**src/rtl/rv_pkg.sv**
```systemverilog
// Shared register-file writeback types and widths.
// Latency: n/a (declarations only).
// Backpressure: n/a.
package rv_pkg;

    localparam int XLEN   = 32;
    localparam int REG_AW = 5;

    // One register-file write request: destination index plus data.
    typedef struct packed {
        logic [REG_AW-1:0] rd;
        logic [XLEN-1:0]   wdata;
    } wb_req_t;

endpackage : rv_pkg

```
**src/rtl/sync_fifo.sv**
```systemverilog
// Small synchronous FIFO with a flat view of every slot for associative lookups.
// Latency: pushed data is visible at head the cycle after the push edge.
// Backpressure: push is ignored while full, pop is ignored while empty.
//
// Ports:
//   clk, rst            clock, synchronous active-high reset (empties the FIFO)
//   push, push_data     write one entry
//   pop                 discard the head entry
//   full, empty, head   status and current head entry
//   ent_valid[i]        physical slot i holds a live entry
//   ent_data            slot i occupies ent_data[i*WIDTH +: WIDTH]
module sync_fifo #(
    parameter int WIDTH = 37,
    parameter int DEPTH = 2
) (
    input  logic                   clk,
    input  logic                   rst,
    input  logic                   push,
    input  logic [WIDTH-1:0]       push_data,
    input  logic                   pop,
    output logic                   full,
    output logic                   empty,
    output logic [WIDTH-1:0]       head,
    output logic [DEPTH-1:0]       ent_valid,
    output logic [DEPTH*WIDTH-1:0] ent_data
);

    localparam int AW = (DEPTH > 1) ? $clog2(DEPTH) : 1;

    logic [WIDTH-1:0] mem [DEPTH];
    logic [AW-1:0]    rd_ptr;
    logic [AW-1:0]    wr_ptr;
    // One extra bit so that DEPTH itself is representable (full vs empty).
    logic [AW:0]      count;

    logic do_push;
    logic do_pop;

    assign do_push = push && !full;
    assign do_pop  = pop && !empty;

    assign full  = (count == (AW+1)'(DEPTH));
    assign empty = (count == '0);
    assign head  = mem[rd_ptr];

    // Pointers wrap naturally because DEPTH is a power of two.
    always_ff @(posedge clk) begin
        if (rst) begin
            rd_ptr <= '0;
            wr_ptr <= '0;
            count  <= '0;
        end else begin
            if (do_push) begin
                wr_ptr <= wr_ptr + 1'b1;
            end
            if (do_pop) begin
                rd_ptr <= rd_ptr + 1'b1;
            end
            case ({do_push, do_pop})
                2'b10:   count <= count + 1'b1;
                2'b01:   count <= count - 1'b1;
                default: count <= count;
            endcase
        end
    end

    // Storage needs no reset; liveness is tracked by the pointers and count.
    always_ff @(posedge clk) begin
        if (do_push) begin
            mem[wr_ptr] <= push_data;
        end
    end

    // A slot is live when its distance from the read pointer is below count.
    for (genvar i = 0; i < DEPTH; i++) begin : g_view
        logic [AW-1:0] offs;
        assign offs                        = AW'(i) - rd_ptr;
        assign ent_valid[i]                = ({1'b0, offs} < count);
        assign ent_data[i*WIDTH +: WIDTH]  = mem[i];
    end

endmodule : sync_fifo

```
**src/rtl/rf_wb_arbiter.sv**
```systemverilog
// Shares the single register-file write port between pipeline writeback (A) and a multi-cycle unit (B).
// Latency: 0 cycles for A and bypassed B; queued B writes at the first cycle with no A claim, in order.
// Backpressure: A is never stalled; B sees b_ready=0 only when the queue is full; stall_req asks for a bubble when B starves.
//
// Ports:
//   clk, rst                     clock, synchronous active-high reset
//   a_valid, a_rd, a_wdata       pipeline writeback (always consumed)
//   b_valid, b_ready, b_rd, b_wdata   multi-cycle result, valid/ready
//   rs1, rs2, rs1_pend, rs2_pend decode sources and their match against queued B destinations
//   stall_req                    registered request for a writeback bubble
//   rf_en, rf_rd, rf_wdata       register-file write port
module rf_wb_arbiter
    import rv_pkg::*;
#(
    parameter int DEPTH      = 2,
    parameter int STARVE_MAX = 4
) (
    input  logic              clk,
    input  logic              rst,
    input  logic              a_valid,
    input  logic [REG_AW-1:0] a_rd,
    input  logic [XLEN-1:0]   a_wdata,
    input  logic              b_valid,
    output logic              b_ready,
    input  logic [REG_AW-1:0] b_rd,
    input  logic [XLEN-1:0]   b_wdata,
    input  logic [REG_AW-1:0] rs1,
    input  logic [REG_AW-1:0] rs2,
    output logic              rs1_pend,
    output logic              rs2_pend,
    output logic              stall_req,
    output logic              rf_en,
    output logic [REG_AW-1:0] rf_rd,
    output logic [XLEN-1:0]   rf_wdata
);

    localparam int WBW = $bits(wb_req_t);
    localparam int CW  = $clog2(STARVE_MAX + 1);

    wb_req_t              q_head;
    wb_req_t              q_push_data;
    logic                 q_full;
    logic                 q_empty;
    logic                 q_push;
    logic                 q_pop;
    logic [DEPTH-1:0]     q_valid;
    logic [DEPTH*WBW-1:0] q_data;

    logic                 a_claim;
    logic                 b_bypass;
    logic [CW-1:0]        starve_cnt;

    // ------------------------------------------------------------------
    // Port grant: A (non-x0) > queue head > direct B bypass.
    // Nothing is granted during reset so A cannot write while rst=1.
    // ------------------------------------------------------------------
    assign a_claim  = !rst && a_valid && (a_rd != '0);
    assign q_pop    = !rst && !a_claim && !q_empty;
    // Bypass only with an empty queue so older queued results keep their order.
    assign b_bypass = !rst && !a_claim && q_empty && b_valid && (b_rd != '0);

    // A full queue refuses B even if its head drains this cycle; the
    // bypass term only matters when the queue is empty, i.e. never full.
    assign b_ready  = !rst && (!q_full || b_bypass);

    // x0 results are accepted and simply dropped.
    assign q_push      = b_valid && b_ready && (b_rd != '0) && !b_bypass;
    assign q_push_data = '{rd: b_rd, wdata: b_wdata};

    always_comb begin
        rf_en    = 1'b0;
        rf_rd    = '0;
        rf_wdata = '0;
        if (a_claim) begin
            rf_en    = 1'b1;
            rf_rd    = a_rd;
            rf_wdata = a_wdata;
        end else if (q_pop) begin
            rf_en    = 1'b1;
            rf_rd    = q_head.rd;
            rf_wdata = q_head.wdata;
        end else if (b_bypass) begin
            rf_en    = 1'b1;
            rf_rd    = b_rd;
            rf_wdata = b_wdata;
        end
    end

    sync_fifo #(
        .WIDTH (WBW),
        .DEPTH (DEPTH)
    ) u_bq (
        .clk       (clk),
        .rst       (rst),
        .push      (q_push),
        .push_data (q_push_data),
        .pop       (q_pop),
        .full      (q_full),
        .empty     (q_empty),
        .head      (q_head),
        .ent_valid (q_valid),
        .ent_data  (q_data)
    );

    // ------------------------------------------------------------------
    // Pending-destination compare against every live queue entry.
    // Bypassed writes land this cycle and are never reported.
    // ------------------------------------------------------------------
    wb_req_t q_ent [DEPTH];

    for (genvar i = 0; i < DEPTH; i++) begin : g_unpack
        assign q_ent[i] = q_data[i*WBW +: WBW];
    end

    always_comb begin
        rs1_pend = 1'b0;
        rs2_pend = 1'b0;
        for (int i = 0; i < DEPTH; i++) begin
            if (q_valid[i] && (q_ent[i].rd == rs1) && (rs1 != '0)) begin
                rs1_pend = 1'b1;
            end
            if (q_valid[i] && (q_ent[i].rd == rs2) && (rs2 != '0)) begin
                rs2_pend = 1'b1;
            end
        end
    end

    // ------------------------------------------------------------------
    // Starvation tracking. With a non-empty queue, any cycle without a
    // pop is a cycle A held the port. stall_req follows the saturated
    // counter by one cycle and holds until the cycle after a pop.
    // ------------------------------------------------------------------
    always_ff @(posedge clk) begin
        if (rst) begin
            starve_cnt <= '0;
            stall_req  <= 1'b0;
        end else begin
            if (q_pop || q_empty) begin
                starve_cnt <= '0;
            end else if (a_claim && (starve_cnt != CW'(STARVE_MAX))) begin
                starve_cnt <= starve_cnt + 1'b1;
            end

            if (q_pop) begin
                stall_req <= 1'b0;
            end else if (starve_cnt == CW'(STARVE_MAX)) begin
                stall_req <= 1'b1;
            end
        end
    end

endmodule : rf_wb_arbiter
```
**config.mk**
```make
export PLATFORM = sky130hd
export DESIGN_NAME = rf_wb_arbiter
export DESIGN_NICKNAME = d
export VERILOG_FILES = /design/src/rtl/rv_pkg.sv /design/src/rtl/sync_fifo.sv /design/src/rtl/rf_wb_arbiter.sv
export SDC_FILE = /design/constraint.sdc
export NUM_CORES = 1
export LEC_CHECK = 0
export BUFFER_PORTS_ARGS = -buffer_cell sky130_fd_sc_hd__buf_2
export CELL_PAD_IN_SITES_DETAIL_PLACEMENT = 1
export CELL_PAD_IN_SITES_GLOBAL_PLACEMENT = 1
export CORE_UTILIZATION = 44
export CTS_BUF_LIST = sky130_fd_sc_hd__clkbuf_2
export CTS_CLUSTER_DIAMETER = 200
export DETAILED_ROUTE_END_ITERATION = 12
export PLACE_DENSITY_LB_ADDON = 0.08
export SYNTH_ARGS = -nofsm -noshare
export SYNTH_HDL_FRONTEND = slang
export SYNTH_SLANG_ARGS = --single-unit
export TNS_END_PERCENT = 20
```
**constraint.sdc**
```tcl
create_clock -name clk -period 6.2 [get_ports clk]
set_input_delay 1.86 -clock clk [delete_from_list [all_inputs] [get_ports clk]]
set_output_delay 1.86 -clock clk [all_outputs]
set_load 0.02 [all_outputs]
```
After elaboration in Yosys (flattened, before gate mapping)
Memories as Yosys holds them, arrays and structs flattened. A register that Yosys moved wholly into a read port is not among the register bits.
Index checks and enable logic that the tools add are counted.
{ "totals": {"regBits": 8, "latchBits": 0, "mem_bits_rw": 74, "mem_bits_ro": 0, "in_bits": 88, "out_inout_bits": 42, "wordCells": 79, "n_memories": 1} }
{ "op_classes": {"add_sub_neg": 7, "multipliers": 0, "div_mod_pow": 0, "order_cmp": 2, "n_eq_ne": 9, "n_shift": 0, "n_mux": 18, "bitwise": 0, "reduce_logical": 37} }
{ "mem_list": {"columns": ["memory", "words", "word_bits", "read_ports", "rd_clocked_by_memory_dff", "write_ports", "line", "rtl"], "rows": [
  ["u_bq.mem", 2, 37, 3, 1, 1, "sync_fifo.sv:30", "logic [WIDTH-1:0] mem [DEPTH];"]
]} }
{ "op_table": {"columns": ["op", "n"], "rows": [
  ["2-to-1 mux 32 bit", 3],
  ["logical AND 1 bit", 22],
  ["equality test 5 bit", 4],
  ["nonzero test 5 bit", 4],
  ["2-to-1 mux 5 bit", 3],
  ["2-to-1 mux 1 bit", 11],
  ["zero test 1 bit", 5],
  ["equality test 2 bit (second input constant)", 2],
  ["less-than comparator 1 x 2 -> 1 bit", 2],
  ["case mux 2 bit (2 select lines)", 1],
  ["OR reduction 2 bit", 2],
  ["adder 3 x 1 -> 3 bit (second input constant)", 1],
  ["equality test 3 bit (second input constant)", 1],
  ["!= test 3 bit (second input constant)", 1],
  ["adder 1 bit (second input constant)", 2],
  ["adder 2 x 1 -> 2 bit (second input constant)", 1],
  ["equality test 2 x 1 -> 1 bit (second input constant)", 1],
  ["zero test 2 bit", 1],
  ["logical OR 1 bit", 2],
  ["nonzero test 2 bit", 1],
  ["subtractor 1 bit (first input constant)", 2],
  ["subtractor 2 x 1 -> 2 bit (second input constant)", 1]
]} }

Logic depth before layout (Yosys ltp)
{ "logic_depth": {"word_depth": 16, "ltp_mapped": 9, "ltp_nobuf": 8} }

By module
Synthesis repeated with hierarchy kept, for this count alone.
{ "unflattened": {"cells_unflattened": 315, "area_unflattened_um2": 4284.1} }
{ "by_module_without_submodules": {"columns": ["module", "instances", "cells_each", "area_each_um2", "seq_area_each_um2"], "rows": [
  ["sync_fifo", 1, 145, 2939.1, 2322.2],
  ["rf_wb_arbiter", 1, 170, 1345.0, 80.1]
]} }

Worst setup path after synthesis
No wires, ideal clock.
{ "synth_timing": {"path_kind": "input port to output port", "from": "in a_rd[1]", "to": "out rf_wdata[0]", "arrival_ps": 3001, "required_ps": 4340, "path_slack_ps": 1339, "path_stages": 6, "path_buffers": 2, "cell_sequence": "nor3_2 -> a21bo_1 -> buf_6 -> nand3_4 -> buf_2 -> o221ai_1"} }
{ "synth_between": {"elab_chain_len": 10, "elab_cells_between_ends": 11, "cone_classes": "mux: 3; reduce/logical: 8"} }
{ "synth_rtl": {"columns": ["element", "line", "rtl"], "rows": [
  ["start: declaration", "rf_wb_arbiter.sv:21", "input logic [REG_AW-1:0] a_rd,"],
  ["nonzero test 5 bit *", "rf_wb_arbiter.sv:57", "assign a_claim = !rst && a_valid && (a_rd != '0);"],
  ["logical AND 1 bit *", "rf_wb_arbiter.sv:57", null],
  ["zero test 1 bit", "rf_wb_arbiter.sv:58, rf_wb_arbiter.sv:60", null],
  ["logical AND 1 bit", "rf_wb_arbiter.sv:58, rf_wb_arbiter.sv:60", null],
  ["logical AND 1 bit (3 in a row)", "rf_wb_arbiter.sv:60", "assign b_bypass = !rst && !a_claim && q_empty && b_valid && (b_rd != '0);"],
  ["2-to-1 mux 32 bit", "rf_wb_arbiter.sv:82", "end else if (b_bypass) begin"],
  ["2-to-1 mux 32 bit", "rf_wb_arbiter.sv:78", "end else if (q_pop) begin"],
  ["2-to-1 mux 32 bit *", "rf_wb_arbiter.sv:74", "if (a_claim) begin"],
  ["end: declaration", "rf_wb_arbiter.sv:34", "output logic [XLEN-1:0] rf_wdata"]
]} }
Mark *: on every way between the ends. The rest lies on a longest branch, timed or not.

Worst setup path in the final report
{ "layout_timing": {"from": "in a_rd[1]", "to": "out rf_wdata[5]"} }
Same word-level chain as after synthesis.

==> impl_metrics.toml <==
[status]
outcome = "completed"

[floorplan]
die_h_um = 98.58
ioPinCount = 130
die_w_um = 98.58
core_area_um2 = 8891
num_rows = 34
dieArea_um2 = 9717
start_util_pct = 46.16

[global_route]
grt_pass1_vias = 3345
overflow = 0
antenna_found_initial = 0
grt_pass1_wl_mm = 16.12
grt_max_degree = 38
grtUsageTotal_pct = 21.62

[synthesis]
yosysMostFrequentCell = "edfxtp_1"
ys.flop_type = "edfxtp_1"
synth_area_leaders = "edfxtp_1 54%, mux2i_1 8.5%, o221ai_1 6.8%"
ys_seq_area_share_pct = 58.54
synth_top_area_cell = "edfxtp_1"
synth_top_area_share_pct = 54.15
synth_edf_count = 74
ys_top_cells_by_count = "74 x edfxtp_1, 47 x nand2_1, 37 x inv_1"
synth.distinct_cells = 36
synth-seq-cells = 83
synth_area_per_cell_um2 = 11.93
synth_area_um2 = 4104
syn_nets = 435
ys_warn_count = 0
async_reset_ff_share_pct = 0
syn_inst = 344

[clocking]
numCtsBuffers = 9
clkSinkCount = 83
cts-root-buf = "clkbuf_2"
ctsResizeCount = 0
cts_tree = "built"
cts.path.max_buffers = 2
hold_buffers = 0
cts_setup_buffers = 0
clk_pin_slew_ns = 0.20
cts-htree-levels = 3
clk_latency_ns = 0.53

[final_layout]
antenna_cells = 0
seq_area_um2 = 2404
nFillCells = 982
areaGrowthSynthToFinish_pct = 20.06
multi_input_area_um2 = 1495
drive_above_1_share_pct = 33.83
fin_area_um2 = 4927
nets = 559

[worst_setup_path]
cp.required_ns = 4.34
crit_fanout = 34
critPathKind = "in2out"
cp.arrival_ns = 3.77
start_kind = "input port"
regToRegSetupSlack_ns = 3.68
crit_path_end_kind = "primary output"

[power]
leakagePower_uw = 0.002011
power.density_nw_per_um2 = 220.7
max-vdd-ir-drop_uv = 98.81
power.total_uw = 1088

[sta]
clock_skew_ns = 0.03764
fin_crit_ns = 5.626
clock.fmax_mhz = 177.7
hold_viol = 0
finalSetupTns_ns = 0
rsz0062_at_grt = "false"
post-route-period-util_pct = 90.75
maxSlewViolCount = 0
fin_ws_ns = 0.5737
finalSetupViolations = 0
max_slew_margin_pct = 23.53
tightestPinTransition_ns = 1.144

[routing]
vias = 3120
firstDrtPassIters = 4
drc_errors = 0
ant_nets = 0
wl_per_cell_um = 17.27
post_drt_via_cell_ratio = 5.370
wl_mm = 10.03
initialDrtViolationCount = 87

[placed_design]
place_ws_ns = 0.5993
dp_hpwl_mm = 7.289
routabilityCongestion = 0.8087
io_buffer_count = 129
place_area_um2 = 4833

[run]
maxCapViolations = 0

[hold_path]
hold_class = "reg2reg"
[kinds of logic (layout without fill, tap and decap cells)]
group           after synthesis  count (layout)  synth area share (%)
compound gates               58              58                 10.85
xor+xnor                     24              24                 5.122
fa+ha+maj                     3               3                0.9147
buf+inv                      55             184                 5.671
flops                        83              83                 58.54
mux                          39              39                 9.634
simple gates                 82              82                 9.269
[path summary, 6_finish.rpt]
kind                  from         endpoint  cells after the start
min              stall_req        stall_req                      2
max                a_rd[1]      rf_wdata[5]                      6
min reg2reg      stall_req        stall_req                      2
max reg2reg  u_bq.count[1]  u_bq.mem[0][28]                      4
[power by group]
part | switching [uW] | internal, uW | leakage [uW]
clock network | 184 | 58.4 | 0.0000625
registers | 12.4 | 630 | 0.000746
logic | 125 | 77.5 | 0.00120
total | 321 | 766 | 0.00201
[cell type report]
cell class / instances / share of cell area (%)
flip-flops and latches: 83 / 48.78
multi-input cells: 206 / 30.35
repair buffers: 131 / 13.41
inverters: 37 / 2.819
well taps: 108 / 2.743
clock buffers: 11 / 1.117
clock inverters: 5 / 0.7872
[per-stage QoR]
stage | utilization (%) | hold slack, ns | cells
3_3_place_gp | 54.36 | 0.4922 | 565
3_5_place_dp | 54.36 | 0.5181 | 565
2_1_floorplan | - | 0.4504 | 344
4_1_cts | 55.42 | 0.5455 | 581
6_report | 55.42 | 0.5326 | 581
5_1_grt | 55.42 | 0.5617 | 581
[flip-flops by register name, summed over array words and instances (netlist names), named ones only]
signal	cells
u_bq.wr_ptr	1
u_bq.rd_ptr	1
u_bq.count	2
u_bq.mem	74
stall_req	1
starve_cnt	3
[routing by layer]
layer / vias to the layer above / wire, um / share of wire (%) / GRT usage (%)
met3: 14 / 417 / 4.2 / 3.617
met5: - / 0 / 0 / 0
met1: 1491 / 4177 / 42 / 24.93
met2: 101 / 5264 / 52 / 39.87
li1: 1514 / - / - / -
met4: 0 / 172 / 1.7 / 8.726
[layout by cell type (no fill, tap or decap), drive strengths merged]
master / count
buf: 131
edfxtp: 74
nand2: 48
inv: 38
mux2i: 35
o221ai: 32
xor2: 13
a21oi: 12
xnor2: 11
clkbuf: 11
nor2: 10
dfxtp: 9
nor3: 8
o21ai: 4
mux2: 4
o211ai: 4
nand2b: 3
or4: 3
ha: 3
nand3: 3
clkinv: 3
o2111ai: 2
or3: 2
o21ba: 1
a21bo: 1
or2b: 1
a32oi: 1
nor2b: 1
o22a: 1
nor4: 1
or2: 1
nand3b: 1
clkinvlp: 1
[worst max-delay path, stage by stage]
cell and delay, ns:
buf_2 0.11, nor3_2 0.33, a21bo_1 0.34, nand2_2 0.48
o221ai_1 0.40, buf_2 0.23
Power figures use the tool's default switching activity.
